[config.mk]
export PLATFORM = sky130hd
export DESIGN_NAME = ucsbece154_mem_arbiter
export DESIGN_NICKNAME = d
export VERILOG_FILES = /design/src/rtl/ucsbece154_mem_pkg.sv /design/src/rtl/ucsbece154_mem_arbiter.sv
export SDC_FILE = /design/constraint.sdc
export NUM_CORES = 1
export LEC_CHECK = 0
export ABC_AREA = 1
export CORE_AREA = 2 2 129 131
export CTS_CLUSTER_DIAMETER = 60
export DETAILED_ROUTE_END_ITERATION = 8
export DIE_AREA = 0 0 131 133
export GPL_ROUTABILITY_DRIVEN = 0
export PLACE_DENSITY = 0.71
export REMOVE_ABC_BUFFERS = 1
export SLEW_MARGIN = 20
export SYNTH_ARGS = -nofsm -noshare
export SYNTH_HDL_FRONTEND = slang
export SYNTH_SLANG_ARGS = --single-unit
[constraint.sdc]
create_clock -name Clk -period 2.15 [get_ports Clk]
set_input_delay 0.645 -clock Clk [delete_from_list [all_inputs] [get_ports Clk]]
set_output_delay 0.645 -clock Clk [all_outputs]
set_load 0.03 [all_outputs]
[src/rtl/ucsbece154_mem_pkg.sv]
// Shared types and helpers for the SDRAM port arbiter: FSM encoding,
// address offset widths and the two-way round-robin pick.
package ucsbece154_mem_pkg;

  typedef enum logic [2:0] {
    IDLE    = 3'd0,
    I_READ  = 3'd1,
    D_READ  = 3'd2,
    D_WRITE = 3'd3,
    GAP     = 3'd4
  } arb_state_t;

  // Byte-offset bits inside a read block.
  function automatic int offset_bits(input int block_words);
    return 2 + $clog2(block_words);
  endfunction

  // Byte-offset bits inside a word.
  function automatic int word_offset_bits();
    return 2;
  endfunction

  // Returns 1 when the icache side should be granted. On contention the side
  // not served last wins; before anything has been served the data side wins.
  function automatic logic pick_i(input logic i_pend, input logic d_pend,
                                  input logic primed, input logic last_was_i);
    if (i_pend && d_pend) return primed && !last_was_i;
    return i_pend;
  endfunction

endpackage

[src/rtl/ucsbece154_mem_arbiter.sv]
// Shares the single SDRAM-controller port between icache refills and the
// data side (burst reads, single-word writes), alternating under contention.
module ucsbece154_mem_arbiter
  import ucsbece154_mem_pkg::*;
#(
  parameter int BLOCK_WORDS = 4,
  parameter int WORD_SIZE   = 32
) (
  input  logic                 Clk,
  input  logic                 Reset,
  input  logic                 IReadRequest,
  input  logic [31:0]          IReadAddress,
  output logic [WORD_SIZE-1:0] IDataIn,
  output logic                 IDataReady,
  input  logic                 DReadRequest,
  input  logic [31:0]          DReadAddress,
  input  logic                 DWriteRequest,
  input  logic [31:0]          DWriteAddress,
  input  logic [WORD_SIZE-1:0] DWriteData,
  output logic [WORD_SIZE-1:0] DDataIn,
  output logic                 DDataReady,
  output logic                 DWriteDone,
  output logic                 MemReadRequest,
  output logic [31:0]          MemReadAddress,
  output logic                 MemWriteRequest,
  output logic [31:0]          MemWriteAddress,
  output logic [WORD_SIZE-1:0] MemWriteData,
  input  logic [WORD_SIZE-1:0] MemDataIn,
  input  logic                 MemDataReady,
  input  logic                 MemWriteDone
);

  localparam int          OFFSET      = offset_bits(BLOCK_WORDS);
  localparam int          WORD_OFFSET = word_offset_bits();
  localparam int          CW          = $clog2(BLOCK_WORDS);
  localparam logic [31:0] RD_MASK     = ~((32'd1 << OFFSET) - 32'd1);
  localparam logic [31:0] WR_MASK     = ~((32'd1 << WORD_OFFSET) - 32'd1);
  localparam logic [CW-1:0] LAST_BEAT = CW'(BLOCK_WORDS - 1);

  arb_state_t    state, state_n;
  logic [CW-1:0] beat_cnt;
  logic          last_was_i, primed;
  logic          d_pend, grant_i, grant_dr, grant_dw, last_beat, write_done;
  logic          reading;

  assign d_pend  = DWriteRequest | DReadRequest;
  assign reading = (state == I_READ) || (state == D_READ);

  always_comb begin
    state_n    = state;
    grant_i    = 1'b0;
    grant_dr   = 1'b0;
    grant_dw   = 1'b0;
    last_beat  = 1'b0;
    write_done = 1'b0;
    case (state)
      IDLE: begin
        if (IReadRequest || d_pend) begin
          if (pick_i(IReadRequest, d_pend, primed, last_was_i)) begin
            grant_i = 1'b1;
            state_n = I_READ;
          end else if (DWriteRequest) begin
            grant_dw = 1'b1;
            state_n  = D_WRITE;
          end else begin
            grant_dr = 1'b1;
            state_n  = D_READ;
          end
        end
      end
      I_READ, D_READ: begin
        if (MemDataReady && beat_cnt == LAST_BEAT) begin
          last_beat = 1'b1;
          state_n   = GAP;
        end
      end
      D_WRITE: begin
        if (MemWriteDone) begin
          write_done = 1'b1;
          state_n    = GAP;
        end
      end
      GAP:     state_n = IDLE;
      default: state_n = IDLE;
    endcase
  end

  always_ff @(posedge Clk) begin
    if (Reset) begin
      state           <= IDLE;
      beat_cnt        <= '0;
      last_was_i      <= 1'b0;
      primed          <= 1'b0;
      MemReadRequest  <= 1'b0;
      MemReadAddress  <= '0;
      MemWriteRequest <= 1'b0;
      MemWriteAddress <= '0;
      MemWriteData    <= '0;
      DWriteDone      <= 1'b0;
    end else begin
      state      <= state_n;
      DWriteDone <= write_done;

      if (grant_i || grant_dr) begin
        MemReadRequest <= 1'b1;
        MemReadAddress <= (grant_i ? IReadAddress : DReadAddress) & RD_MASK;
      end else if (last_beat) begin
        MemReadRequest <= 1'b0;
      end

      if (grant_dw) begin
        MemWriteRequest <= 1'b1;
        MemWriteAddress <= DWriteAddress & WR_MASK;
        MemWriteData    <= DWriteData;
      end else if (write_done) begin
        MemWriteRequest <= 1'b0;
      end

      if (grant_i || grant_dr)        beat_cnt <= '0;
      else if (reading && MemDataReady) beat_cnt <= beat_cnt + CW'(1);

      if (grant_i || grant_dr || grant_dw) begin
        last_was_i <= grant_i;
        primed     <= 1'b1;
      end
    end
  end

  // Beat data is forwarded to both sides; only the owner sees a valid strobe.
  assign IDataIn    = MemDataIn;
  assign DDataIn    = MemDataIn;
  assign IDataReady = MemDataReady && (state == I_READ);
  assign DDataReady = MemDataReady && (state == D_READ);

endmodule
==> flow_summary.ini <==
[outcome]
status = complete, no violations

[global_routing]
grt_max_degree = 65
grt_pass1_vias = 4228
grt_pass1_wl_um = 22510
antenna_found_initial = 0
grt_overflow = 0
grt_use_total_pct = 16.92

[clock_network]
cts_resized = 0
clk_pin_slew_ns = 0.06
cts_tree = done
cts-root-buf = clkbuf_16
cts_buffer_depth = 2
numCtsBuffers = 9
clkLatencyLatePin_ns = 0.34
htree_levels = 3
postCtsSetupRepairBufs = 0
clock_sinks = 100
cts-hold-fix-buffers = 0

[cells_and_area]
drive_above_1_share_pct = 6.710
diodes = 0
finalInstanceArea_um2 = 6957
fillerInstances = 1614
syn_to_final_growth_pct = 47.36
seqCellArea_um2 = 2002
multi_input_area_um2 = 1800
fin_nets = 938

[synthesis]
syn_inst = 632
synth_fa_ha_area_share_pct = 0.2650
synth_most_common_cell = nand2_1
ys_top_cells_by_count = 164 x nand2_1, 100 x dfxtp_1, 95 x nand3_1
synth-xor-area-share_pct = 0.1855
syn_area_um2 = 4721
synth_mux_area_share_pct = 0
synth-edff-count = 0
synthSimpleGateAreaFrac_pct = 26.19
synth.avg_cell_area_um2 = 7.470
yosysTopAreaCell = dfxtp_1
yosys_warnings = 0
yosys-top-cells-area = dfxtp_1 42%, nand2_1 13%, buf_4 11%
synth_compound_area_share_pct = 11.03
ys_seq_area_share_pct = 42.41
synth_top_area_share_pct = 42.41
synth_top_family_by_area = simple AND/OR/NAND/NOR gates
synth.distinct_cells = 28
async_reset_ff_share_pct = 0
synth-seq-cells = 100
synthFlopType = dfxtp_1

[timing]
finalCritPeriodShare_pct = 97.39
rsz0062_at_grt = no
skew_ns = 0.006375
slew_viol_final = 0
hold_viol_final = 0
setup_tns_ns = 0
setup_violations = 0
finalCriticalPeriod_ns = 2.094
fmax_ghz = 0.4776
worst_slack_ns = 0.05621

[route]
drcViolationCount = 0
ant_nets = 0
drt_iter0_markers = 94
first_pass_iters = 4
routed_wl_um = 15190
wl_per_cell_um = 15.26
vias = 4508
viasPerCell = 4.531

[die]
fp.dieW_um = 131
die_h_um = 133
fp.dieArea_um2 = 17420
boundaryPins = 332
fp.coreArea_um2 = 16170
initial_core_util_pct = 29.19
num_rows = 47

[pwr]
total_leakage_power_nw = 2.831
ir_worst_vdd_uv = 518.6
power.total_mw = 8.008
power_density_nw_per_um2 = 1151

[setup_path]
worstSetupPathType = in2out
cp_cell_sequence = clkdlybuf4s50_1 > inv_1 > nor2_1 > buf_4
path_buf_inv = 3
crit_family = buffers and inverters
cp_data_arrival_time_ns = 1.45
endpoint_kind = primary output
critPathLaunchType = input port
path_max_fanout = 2
max_stage_delay_ns = 0.48
crit_slowest_cell = clkdlybuf4s50_1
required_ns = 1.50

[place]
port_buffers = 219
place_ws_ns = -0.04382
dp_hpwl_um = 11330
placed_area_um2 = 6584

[job]
maxCapViolations = 0

[hold_path]
worstHoldPathType = reg2reg
-- path summary, 6_finish.rpt --
path	start	to	slack, ns	cells after the start
worst max-delay path	MemDataReady	DDataReady	0.06	4
worst min-delay path	MemWriteData[31]	MemWriteData[31]	0.46	2
worst max register to register	state[1]	MemReadAddress[8]	0.73	8
worst min register to register	MemWriteData[31]	MemWriteData[31]	0.46	2
-- report_power, final --
part / switching (mW) / internal [mW] / total [mW] / leakage (nW)
Combinational: 2.13 / 1.41 / 3.54 / 1.83
Sequential: 0.210 / 2.27 / 2.48 / 0.818
Clock: 0.701 / 1.29 / 1.99 / 0.183
Total: 3.04 / 4.97 / 8.01 / 2.83
-- per-layer routing --
metal  global-route usage, %  vias to the layer above  part of all wire (%)
met5                   7.059                        -                  0.76
met4                   5.260                        4                   1.3
met3                   13.06                       17                    18
met2                   23.14                      264                    39
met1                   19.66                     1994                    41
li1                        -                     2229                     -
-- worst min-delay path, cell delays in order, from the launching register on --
cell and delay [ns]:
dfxtp_1 0.31, nand2_1 0.06, a21oi_1 0.05
-- sequential cells by signal (all words and copies together) (netlist names) --
| register | flops |
|---|---|
| DWriteDone | 1 |
| MemReadAddress | 28 |
| MemReadRequest | 1 |
| MemWriteAddress | 30 |
| MemWriteData | 32 |
| MemWriteRequest | 1 |
| beat_cnt | 2 |
| last_was_i | 1 |
| primed | 1 |
| state | 3 |
-- through the flow --
| step | std cells | hold WS, ns | utilization, % |
|---|---|---|---|
| 3_5_place_dp | 979 | 0.4489 | 40.71 |
| 6_report | 995 | 0.4631 | 43.02 |
| 5_1_grt | 995 | 0.4774 | 43.02 |
| 3_3_place_gp | 979 | 0.4396 | 40.71 |
| 2_1_floorplan | 526 | 0.4240 | - |
| 4_1_cts | 995 | 0.4625 | 43.02 |
-- kinds of logic (layout without fill, tap and decap cells) --
group / Yosys count / in the layout
AO/OA/AOI/OAI: 99 / 99
other: 1 / 6
AND/OR/NAND/NOR: 280 / 280
XOR/XNOR: 1 / 1
adder cells (fa/ha/maj): 1 / 1
flip-flops: 100 / 100
buffers and inverters: 150 / 288
-- cell type report --
| class | instances | share of cell area [%] |
|---|---|---|
| repair buffers | 233 | 33.88 |
| flip-flops and latches | 100 | 28.78 |
| clock inverters | 6 | 1.924 |
| well taps | 220 | 3.957 |
| multi-input cells | 387 | 25.88 |
| inverters | 39 | 2.140 |
| clock buffers | 10 | 3.435 |
-- cell usage in the layout (no fill, tap or decap) --
cell type / synthesis / final
dfxtp_1: 100 / 100
nand3_2: 2 / 2
clkbuf_8: 0 / 1
inv_2: 4 / 4
o21ai_0: 8 / 8
buf_12: 0 / 6
nand2_1: 164 / 164
clkbuf_16: 0 / 9
o31ai_1: 1 / 1
conb_1: 1 / 6
nand3_1: 95 / 95
inv_1: 34 / 34
nand2_4: 2 / 2
inv_6: 0 / 1
nand3_4: 1 / 1
o21ai_2: 3 / 3
xor2_1: 1 / 1
inv_4: 1 / 1
buf_4: 71 / 10
buf_2: 11 / 2
clkdlybuf4s50_1: 0 / 215
a21oi_4: 1 / 1
a21oi_1: 68 / 68
bufinv_16: 0 / 4
clkinv_2: 0 / 1
nor2_8: 1 / 1
nor2_1: 11 / 11
nand2_2: 3 / 3
ha_1: 1 / 1
o21ai_1: 18 / 18
nor3_1: 1 / 1
No activity file was read; power rests on OpenSTA's default activity.
